<file path="config.mk">
export PLATFORM = sky130hd
export DESIGN_NAME = fx2_slavefifo_rx
export DESIGN_NICKNAME = d
export VERILOG_FILES = /design/src/rtl/fx2_slavefifo_rx.sv
export SDC_FILE = /design/constraint.sdc
export NUM_CORES = 1
export LEC_CHECK = 0
export CAP_MARGIN = 20
export CORE_UTILIZATION = 60
export CTS_CLUSTER_SIZE = 14
export DETAILED_ROUTE_END_ITERATION = 12
export MAX_ROUTING_LAYER = met4
export PLACE_DENSITY = 0.81
export SLEW_MARGIN = 20
export SYNTH_ARGS = -nofsm -noshare
export SYNTH_HDL_FRONTEND = slang
export SYNTH_SLANG_ARGS = --single-unit
</file>
<file path="constraint.sdc">
create_clock -name sys_clk -period 6.1 [get_ports sys_clk]
set_input_delay 1.22 -clock sys_clk [delete_from_list [all_inputs] [get_ports sys_clk]]
set_output_delay 1.22 -clock sys_clk [all_outputs]
set_load 0.03 [all_outputs]
</file>
<file path="src/rtl/fx2_slavefifo_rx.sv">
// fx2_slavefifo_rx: polls FX2 EP2 via SLOE/SLRD and buffers bytes into a valid/ready stream
module fx2_slavefifo_rx #(
    parameter int         DEPTH      = 16,
    parameter int         ADDR_SETUP = 2,
    parameter int         RD_LOW     = 3,
    parameter int         RD_HIGH    = 4,
    parameter logic [1:0] EP_ADDR    = 2'b00
) (
    input  logic                     sys_clk,
    input  logic                     sys_rst_n,
    input  logic                     enable,
    input  logic [7:0]               cy_fd,
    input  logic                     cy_flag_ne,
    output logic [1:0]               cy_fifoadr,
    output logic                     cy_sloe_n,
    output logic                     cy_slrd_n,
    output logic [7:0]               m_data,
    output logic                     m_valid,
    input  logic                     m_ready,
    output logic [$clog2(DEPTH):0]   fill,
    output logic [15:0]              rx_count
);
    localparam int AW = $clog2(DEPTH);
    typedef enum logic [1:0] {IDLE, SETUP, RD_LO, RD_HI} state_t;
    state_t        state;
    logic [7:0]    cnt;
    logic          flag_m, flag_s;
    logic [7:0]    mem [DEPTH];
    logic [AW-1:0] wr_ptr, rd_ptr;
    logic          push, pop, can_rd;
    assign push    = state == RD_LO && cnt == 8'(RD_LOW - 1);
    assign pop     = m_valid && m_ready;
    assign can_rd  = enable && flag_s && fill < (AW+1)'(DEPTH);
    assign m_valid = fill != '0;
    assign m_data  = mem[rd_ptr];
    always_ff @(posedge sys_clk) begin
        if (push) mem[wr_ptr] <= cy_fd;
    end
    // only one read is ever in flight, so push never meets a full buffer
    always_ff @(posedge sys_clk) begin
        if (!sys_rst_n) begin
            flag_m     <= 1'b0;
            flag_s     <= 1'b0;
            state      <= IDLE;
            cnt        <= '0;
            cy_fifoadr <= EP_ADDR;
            cy_sloe_n  <= 1'b1;
            cy_slrd_n  <= 1'b1;
            wr_ptr     <= '0;
            rd_ptr     <= '0;
            fill       <= '0;
            rx_count   <= '0;
        end else begin
            flag_m     <= cy_flag_ne;
            flag_s     <= flag_m;
            cy_fifoadr <= EP_ADDR;
            if (push) begin
                wr_ptr   <= wr_ptr + AW'(1);
                rx_count <= rx_count + 16'd1;
            end
            if (pop) rd_ptr <= rd_ptr + AW'(1);
            fill <= fill + (AW+1)'(push) - (AW+1)'(pop);
            case (state)
                IDLE: if (can_rd) begin
                    state     <= SETUP;
                    cnt       <= '0;
                    cy_sloe_n <= 1'b0;
                end
                SETUP: if (cnt == 8'(ADDR_SETUP - 1)) begin
                    state     <= RD_LO;
                    cnt       <= '0;
                    cy_slrd_n <= 1'b0;
                end else cnt <= cnt + 8'd1;
                RD_LO: if (push) begin
                    state     <= RD_HI;
                    cnt       <= '0;
                    cy_slrd_n <= 1'b1;
                end else cnt <= cnt + 8'd1;
                RD_HI: if (cnt == 8'(RD_HIGH - 1)) begin
                    cnt <= '0;
                    if (can_rd) begin
                        state     <= RD_LO;
                        cy_slrd_n <= 1'b0;
                    end else begin
                        state     <= IDLE;
                        cy_sloe_n <= 1'b1;
                    end
                end else cnt <= cnt + 8'd1;
                default: state <= IDLE;
            endcase
        end
    end
endmodule

</file>
==> impl_metrics.py, run 1 <==
metrics = {
    "run_status": {
        "status": "finished with violations",
        "violations": "design-rule violations",
    },
    "clock_tree": {
        "ctsHoldBuffers": 0,
        "numCtsBuffers": 17,
        "post_cts_buffers": 0,
        "post_cts_resized": 0,
        "cts-root-buf": "clkbuf_16",
        "htreeDepth": 4,
        "clk_latency_ns": 0.42,
        "cts.sinks": 175,
        "clk_path_buf_depth": 2,
        "path_clk_slew_ns": 0.07,
        "tritoncts": "done",
    },
    "detailed_routing": {
        "drt_iter0_markers": 380,
        "drt_first_pass_iters": 9,
        "ant_nets": 0,
        "drc": 3,
        "wire_per_inst_um": 22.0,
        "via_count": 4193,
        "drt_wl_total_um": 14600,
        "avgViaCountPerCell": 6.33,
    },
    "floorplan": {
        "initial_utilization": 0.622,
        "die_x_um": 111,
        "design.portCount": 47,
        "die_h_um": 111,
        "die_area_um2": 12400,
        "core_um2": 11600,
        "rows": 39,
    },
    "place": {
        "gp_congestion": 0.805,
        "port-buffer-count": 44,
        "place_ws_ns": 2.00,
        "hpwl_um": 8870,
    },
    "global_routing": {
        "grt_use_met3": 0.0457,
        "met2_usage": 0.413,
        "grt_pass1_wl_um": 22500,
        "grt-ovfl-total": 0,
        "antenna_found_initial": 0,
        "top_usage_layer": "met2",
        "gr-usage-met1": 0.319,
        "grt_max_degree": 35,
        "grt_use_total": 0.258,
        "grt_pass1_vias": 4120,
    },
    "pwr": {
        "power_leakage_nw": 2.69,
        "clkPwrFrac": 0.348,
        "power.density_nw_per_um2": 373,
        "intPower_mw": 2.28,
        "ir_drop_uv": 229,
        "swShare": 0.267,
        "power_frac_comb": 0.201,
        "p_switching_uw": 831,
        "p_seq_frac": 0.450,
    },
    "sta": {
        "skew_ns": 0.00799,
        "max_freq_mhz": 240,
        "fin_tns_setup_ns": 0,
        "rsz0062_at_grt": "false",
        "setup_viol": 0,
        "whs_ns": 0.440,
        "worst_slack_ns": 1.93,
        "min_period_ns": 4.17,
        "worstMarginPinSlew_ns": 1.11,
        "hold_violations": 0,
        "post-route-period-util": 0.683,
        "slew_headroom": 0.257,
        "drv_slew": 0,
    },
    "setup_path": {
        "max_stage_delay_ns": 0.75,
        "crit_end": "m_data[1]",
        "r2r_start": "cnt[2]$_SDFFE_PN0N_",
        "crit_slowest_cell": "dfxtp_4",
        "regToRegEndpoint": "fill[4]$_SDFF_PN0_",
        "required_ns": 4.88,
        "cp_max_fo": 32,
        "path_cells": "mux4_2 -> mux4_2 -> clkdlybuf4s50_1",
        "crit_top_cell": "mux4_2",
        "worstPathArrival_ns": 2.95,
        "reg2reg_depth": 12,
        "cp-start-kind": "flip-flop",
        "crit_path_end_kind": "output port",
        "critPathKind": "flip-flop to output port",
        "reg2reg_slack_ns": 2.74,
    },
    "synthesis": {
        "syn_avg_cell_area_um2": 15.5,
        "synth_edf_count": 128,
        "synthMuxAreaShare": 0.127,
        "synth_fa_ha_area_frac": 0.0289,
        "yosysTopAreaCellShare": 0.534,
        "synth_compound_area_frac": 0.0524,
        "synth-simple-area-share": 0.0882,
        "yosys_most_used_dff": "edfxtp_1",
        "synthesis.area_um2": 7190,
        "ys_ff_latch": 175,
        "synth.most_common_cell": "edfxtp_1",
        "synth_cell_types": 47,
        "synth-xor-area-share": 0.0122,
        "netlist_instances": 464,
        "synth_top_cells_by_count": "128 x edfxtp_1, 47 x dfxtp_1, 40 x mux4_2, 26 x nor2_1",
        "synth_area_leaders": "edfxtp_1 53%, dfxtp_1 13%, mux4_2 13%, ha_1 2.6%, a21oi_1 1.7%",
        "synth.yosys.seq_area_share": 0.665,
        "ys.warnings.count": 0,
        "yosys.area.top_type": "edfxtp_1",
        "async_reset_ff_frac": 0,
        "synth_top_family_by_area": "multiplexers",
    },
    "cells_and_area": {
        "layout.nets": 535,
        "antennaDiodeCount": 0,
        "seq_area_um2": 4790,
        "multi_input_area_um2": 2240,
        "drive_gt1_frac": 0.156,
        "fillers": 723,
        "synthToLayoutAreaGrowth_pct": 16.0,
    },
    "job": {
        "cap_violations": 0,
    },
    "worst_hold_path": {
        "hp-class": "flip-flop to flip-flop",
    },
}
-- layout make-up --
type                       instances  area share
clock inverter                    14      0.0199
sequential                       175       0.574
tap                              143      0.0214
multi-input combinational        246       0.269
inverter                          19     0.00855
clock buffer                      18      0.0514
timing repair buffer              47      0.0559
-- worst min-delay path by stage --
stage	start	endpoint	slack (ns)	depth (start not counted)
2_1_floorplan	flag_m$_SDFF_PN0_	flag_s$_SDFF_PN0_	0.41	1
3_3_place_gp	flag_m$_SDFF_PN0_	flag_s$_SDFF_PN0_	0.42	1
5_1_grt	flag_m$_SDFF_PN0_	flag_s$_SDFF_PN0_	0.47	1
3_5_place_dp	flag_m$_SDFF_PN0_	flag_s$_SDFF_PN0_	0.43	1
6_report	flag_m$_SDFF_PN0_	flag_s$_SDFF_PN0_	0.44	1
4_1_cts	flag_m$_SDFF_PN0_	flag_s$_SDFF_PN0_	0.45	1
-- kinds of logic after synthesis --
family                   count (synthesis)
AO/OA/AOI/OAI                           59
XOR/XNOR                                10
adder cells (fa/ha/maj)                 16
buffers and inverters                   44
flip-flops                             175
multiplexers                            41
other                                    1
AND/OR/NAND/NOR                        118
-- cell usage in the layout (no fill, tap or decap), types with 6 or more instances in the layout --
cell type and count:
o21ai_0 8, nand4_1 6, edfxtp_1 128, nand3_1 17, or4_1 12, mux4_2 40
o31ai_1 12, ha_1 15, nand2_1 24, nor2_1 26, dfxtp_1 46, clkbuf_16 17
clkdlybuf4s50_1 44, a21oi_1 24, inv_1 17
-- power by group through the flow --
stage	logic [mW]	registers, mW	clock network, mW
after floorplan	0.475	1.40	0
after global placement	0.597	1.42	0
after detailed placement	0.622	1.43	0
after CTS	0.628	1.40	1.09
after global routing	0.674	1.41	1.14
final	0.626	1.40	1.08
-- critical path: cells and delay by family (launching register included) --
| kind | cells | cell delay [ns] |
|---|---|---|
| multiplexers | 2 | 1.13 |
| buffers and inverters | 1 | 0.61 |
| flip-flops | 1 | 0.75 |
-- sequential cells by signal, summed over array words and instances, names as in the netlist, named ones only --
| register | cells |
|---|---|
| mem | 128 |
| rx_count | 16 |
| cnt | 8 |
| fill | 5 |
| rd_ptr | 4 |
| wr_ptr | 4 |
| state | 2 |
| cy_sloe_n | 1 |
| cy_slrd_n | 1 |
| flag_m | 1 |
| flag_s | 1 |
-- layer usage --
| metal | up-vias | part of all wire |
|---|---|---|
| li1 | 1893 | - |
| met1 | 2116 | 0.40 |
| met2 | 157 | 0.52 |
| met3 | 27 | 0.055 |
| met4 | 0 | 0.023 |
| met5 | - | 0 |
-- metrics by stage --
step	power, mW	util	std cells	instance area (um^2)
finish	3.11	0.722	662	8350
floorplan	1.88	-	465	7200
CTS	3.12	0.721	661	8340
global placement	2.02	0.668	628	7730
global route	3.23	0.722	662	8350
detailed placement	2.05	0.669	629	7740
Note: power is estimated with default switching activity, not from simulation.
==> inputs of run 2 (changes only) <==
CORE_UTILIZATION = 59   (was 60)
PLACE_DENSITY = 0.8   (was 0.81)
clock period = 4 ns   (was 6.1 ns; I/O delays follow)
==> run 2 against run 1 <==
The flow now finishes without violations. Sequential power rose by 47%. Sequential cell count did not move. Clock skew barely moved. Die area rose by 1.7%. Count of clock-buffer cells in the layout fell by 1. Combinational power rose by 68%. First-iteration DRC count fell by 0.26%. Global-route usage rose by 0.097 points. Final area rose by 0.31%. Via count fell by 1.1%. Wire length barely moved. Register-to-register slack got worse by 1.8 ns. Largest cell class unchanged.
==> impl_metrics.py, run 2 (synthesized netlist as in run 1, its figures left out) <==
metrics = {
    "place": {
        "dp.cells": 637,
        "dpl-instance-area_um2": 7790,
        "place_ws_ns": 0.912,
        "hpwl_um": 8690,
        "gp_congestion": 0.782,
        "port-buffer-count": 44,
    },
    "setup_path": {
        "crit_slowest_cell": "clkdlybuf4s50_1",
        "critPathKind": "flip-flop to output port",
        "cp_num_buf_inv": 2,
        "path_cells": "buf_12 -> mux4_2 -> mux4_2 -> clkdlybuf4s50_1",
        "r2r_start": "cnt[0]$_SDFFE_PN0N_",
        "crit_path_end_kind": "output port",
        "required_ns": 3.20,
        "crit_top_cell": "mux4_2",
        "cp_max_fo": 32,
        "max_stage_delay_ns": 0.63,
        "cp-start-kind": "flip-flop",
        "cpLargestDelayFamily": "multiplexers",
        "worstPathArrival_ns": 2.71,
    },
    "detailed_routing": {
        "drt_first_pass_iters": 5,
        "drt_iter0_markers": 379,
        "ant_nets": 0,
        "via_count": 4146,
        "drt_wl_total_um": 14600,
        "avgViaCountPerCell": 6.20,
        "wire_per_inst_um": 21.8,
        "drc": 0,
    },
    "pwr": {
        "p_seq_frac": 0.438,
        "swShare": 0.272,
        "power.density_nw_per_um2": 563,
        "power_frac_comb": 0.223,
        "intPower_mw": 3.43,
        "clkPwrFrac": 0.339,
        "p_switching_mw": 1.28,
        "ir_drop_uv": 371,
        "power_leakage_nw": 2.70,
    },
    "sta": {
        "min_period_ns": 3.51,
        "max_freq_mhz": 285,
        "worstMarginPinSlew_ns": 1.05,
        "whs_ns": 0.436,
        "drv_slew": 0,
        "slew_headroom": 0.294,
        "post-route-period-util": 0.877,
        "skew_ns": 0.00752,
        "rsz0062_at_grt": "false",
        "setup_viol": 0,
        "hold_violations": 0,
        "fin_tns_setup_ns": 0,
        "worst_slack_ns": 0.492,
    },
    "clock_tree": {
        "ctsHoldBuffers": 0,
        "cts-root-buf": "clkbuf_16",
        "post_cts_resized": 0,
        "numCtsBuffers": 17,
        "post_cts_buffers": 0,
        "cts.sinks": 175,
        "clk_latency_ns": 0.43,
        "path_clk_slew_ns": 0.06,
        "clk_path_buf_depth": 2,
        "htreeDepth": 4,
        "tritoncts": "done",
    },
    "cells_and_area": {
        "layout_common_cells": "128 x edfxtp_1, 46 x dfxtp_1, 44 x clkdlybuf4s50_1",
        "fillers": 758,
        "drive_gt1_frac": 0.163,
        "reg.largest.list": "mem x128, rx_count x16, cnt x8",
        "synthToLayoutAreaGrowth_pct": 16.4,
        "multi_input_area_um2": 2230,
        "largest_register": "mem",
        "antennaDiodeCount": 0,
        "finalNonFillerCells": 669,
        "largest_reg_flops": 128,
        "seq_area_um2": 4790,
        "fin_area_um2": 8370,
        "layout.nets": 543,
        "final_common_cell": "edfxtp_1",
    },
    "floorplan": {
        "design.portCount": 47,
        "die_area_um2": 12600,
        "core_um2": 11700,
        "initial_utilization": 0.617,
        "rows": 39,
        "die_h_um": 112,
        "die_x_um": 112,
    },
    "worst_hold_path": {
        "hp-class": "flip-flop to flip-flop",
        "min_from": "flag_m$_SDFF_PN0_",
    },
    "global_routing": {
        "antenna_found_initial": 0,
        "grt-ovfl-total": 0,
        "grt_max_degree": 33,
        "grt_pass1_vias": 4222,
        "grt_pass1_wl_um": 22800,
        "grt_use_total": 0.259,
    },
    "run_status": {
        "status": "complete, no violations",
    },
    "job": {
        "cap_violations": 0,
    },
}
-- run 2: metal layers --
| layer | share of wire | GRT usage |
|---|---|---|
| met5 | 0 | - |
| met4 | 0.015 | 0.0987 |
| met3 | 0.052 | 0.0524 |
| met2 | 0.53 | 0.434 |
| met1 | 0.41 | 0.312 |
-- run 2: cell type report --
class	instances	area share
tap	143	0.0214
inverter	19	0.00852
sequential	175	0.572
clock buffer	17	0.0508
clock inverter	14	0.0172
multi-input combinational	246	0.266
timing repair buffer	55	0.0644
-- run 2: metrics by stage --
step,utilization,power [mW]
floorplan,-,2.86
global placement,0.668,3.12
detailed placement,0.668,3.16
CTS,0.717,4.74
global route,0.718,4.89
finish,0.718,4.71
-- run 2: path summary, 6_finish.rpt --
path                                            to  slack [ns]  cells after the start
worst min register to register   flag_s$_SDFF_PN0_        0.44                      1
worst max register to register  fill[4]$_SDFF_PN0_        0.94                     14
worst max-delay path                     m_data[5]        0.49                      4
worst min-delay path             flag_s$_SDFF_PN0_        0.44                      1
-- run 2: worst reg2reg max path, delay by kind of cell, from the launching register on --
kind | cells | cell delay (ns)
flip-flops | 1 | 0.43
buffers and inverters | 5 | 0.72
AND/OR/NAND/NOR | 4 | 0.58
AO/OA/AOI/OAI | 1 | 0.19
adder cells (fa/ha/maj) | 4 | 1.07
-- run 2: power by group through the flow --
stage,Clock (mW),Combinational (mW),Sequential [mW]
final,1.60,1.05,2.06
after global routing,1.68,1.14,2.07
after CTS,1.61,1.06,2.07
after detailed placement,0,1.06,2.10
after global placement,0,1.02,2.10
after floorplan,0,0.725,2.14
==> inputs of run 3 (changes only) <==
CAP_MARGIN = 10   (was 20)
TNS_END_PERCENT = 5   (was unset)
==> run 3 against run 2 <==
Wire length is 0.26% lower. Combinational power hardly changed. Global-route usage did not move. Critical endpoint is now m_data[7]. First-iteration DRC count decreased by 0.53%. Worst hold slack hardly changed. Worst setup slack improved by 0.0073 ns.
==> impl_metrics.py, run 3 (synthesized netlist as in run 1, its figures left out) <==
metrics = {
    "run_status": {
        "status": "complete, no violations",
    },
    "sta": {
        "setup_viol": 0,
        "fin_tns_setup_ns": 0,
        "post-route-period-util": 0.875,
        "hold_violations": 0,
        "min_period_ns": 3.50,
        "drv_slew": 0,
        "worstMarginPinSlew_ns": 1.14,
        "slew_headroom": 0.236,
        "max_freq_mhz": 286,
        "skew_ns": 0.00699,
        "rsz0062_at_grt": "false",
    },
    "pwr": {
        "p_seq_frac": 0.439,
        "p_switching_mw": 1.28,
        "swShare": 0.271,
        "intPower_mw": 3.43,
        "power.density_nw_per_um2": 563,
        "ir_drop_uv": 370,
        "power_frac_comb": 0.223,
        "clkPwrFrac": 0.338,
        "power_leakage_nw": 2.69,
    },
    "clock_tree": {
        "cts.sinks": 175,
        "numCtsBuffers": 17,
        "post_cts_buffers": 0,
        "ctsHoldBuffers": 0,
        "clk_path_buf_depth": 2,
        "path_clk_slew_ns": 0.06,
        "tritoncts": "done",
        "htreeDepth": 4,
        "cts-root-buf": "clkbuf_16",
        "post_cts_resized": 0,
        "clk_latency_ns": 0.43,
    },
    "cells_and_area": {
        "final_common_cell": "edfxtp_1",
        "largest_register": "mem",
        "multi_input_area_um2": 2230,
        "largest_reg_flops": 128,
        "fillers": 761,
        "layout.nets": 542,
        "synthToLayoutAreaGrowth_pct": 16.2,
        "antennaDiodeCount": 0,
        "reg.largest.list": "mem x128, rx_count x16, cnt x8",
        "drive_gt1_frac": 0.162,
        "layout_common_cells": "128 x edfxtp_1, 46 x dfxtp_1, 44 x clkdlybuf4s50_1",
        "fin_area_um2": 8360,
        "postLayoutCoreUtil": 0.717,
        "seq_area_um2": 4790,
    },
    "detailed_routing": {
        "drt_wl_total_um": 14500,
        "drc": 0,
        "avgViaCountPerCell": 6.22,
        "ant_nets": 0,
        "via_count": 4154,
        "wire_per_inst_um": 21.8,
        "drt_first_pass_iters": 5,
        "drt_iter0_markers": 377,
    },
    "global_routing": {
        "grt_pass1_vias": 4222,
        "antenna_found_initial": 0,
        "grt_pass1_wl_um": 22800,
        "grt-ovfl-total": 0,
        "grt_use_total": 0.259,
        "grt_max_degree": 33,
    },
    "job": {
        "cap_violations": 0,
    },
    "setup_path": {
        "reg2reg_slack_ns": 0.95,
        "crit_path_end_kind": "output port",
        "critPathKind": "flip-flop to output port",
        "cp-start-kind": "flip-flop",
        "worstPathArrival_ns": 2.70,
        "required_ns": 3.20,
        "cp_max_fo": 32,
    },
    "floorplan": {
        "initial_utilization": 0.617,
        "die_x_um": 112,
        "core_um2": 11700,
        "rows": 39,
        "die_area_um2": 12600,
        "design.portCount": 47,
        "die_h_um": 112,
    },
    "worst_hold_path": {
        "hp-class": "flip-flop to flip-flop",
    },
    "place": {
        "gp_congestion": 0.782,
        "dpl-instance-area_um2": 7790,
        "port-buffer-count": 44,
        "hpwl_um": 8690,
    },
}
## run 3: cell types whose count changed in the layout (fill, tap and decap cells not counted), sizes merged
cell / change
buf: -1
## run 3: power by group through the flow
stage	logic [mW]	clock network (mW)	registers [mW]
finish	1.05	1.59	2.07
global route	1.14	1.68	2.07
CTS	1.06	1.61	2.07
detailed placement	1.06	0	2.10
global placement	1.02	0	2.10
floorplan	0.725	0	2.14
## run 3: area by class of cell
| cell class | count | area share |
|---|---|---|
| clock buffer | 17 | 0.0509 |
| tap | 143 | 0.0214 |
| clock inverter | 14 | 0.0172 |
| multi-input combinational | 246 | 0.266 |
| sequential | 175 | 0.572 |
| timing repair buffer | 54 | 0.0632 |
| inverter | 19 | 0.00853 |
## run 3: path summary, 6_finish.rpt
path / start / end / cells after the start
worst max-delay path: flip-flop / m_data[7] / 4
worst min-delay path: flag_m$_SDFF_PN0_ / flag_s$_SDFF_PN0_ / 1
worst max register to register: cnt[0]$_SDFFE_PN0N_ / fill[4]$_SDFF_PN0_ / 14
worst min register to register: flag_m$_SDFF_PN0_ / flag_s$_SDFF_PN0_ / 1
## run 3: worst max-delay path: stages (launching register included)
cell             delay, ns
dfxtp_2               0.34
buf_12                0.26
mux4_2                0.55
mux4_2                0.50
clkdlybuf4s50_1       0.61
## run 3: through the flow
stage          power, mW  hold slack (ns)  setup slack [ns]  std cells
5_1_grt             4.89            0.443             0.395        668
6_report            4.71            0.436             0.499        668
3_3_place_gp        3.12            0.421             0.939        637
4_1_cts             4.74            0.440             0.453        668
3_5_place_dp        3.16            0.430             0.912        637
2_1_floorplan       2.86            0.412             0.797        465
## run 3: per-layer routing
| layer | vias to the layer above | global-route usage | routed length [um] |
|---|---|---|---|
| met5 | - | - | 0 |
| li1 | 1911 | - | - |
| met1 | 2080 | 0.312 | 5800 |
| met4 | 0 | 0.0987 | 256 |
| met2 | 143 | 0.434 | 7670 |
| met3 | 20 | 0.0524 | 807 |
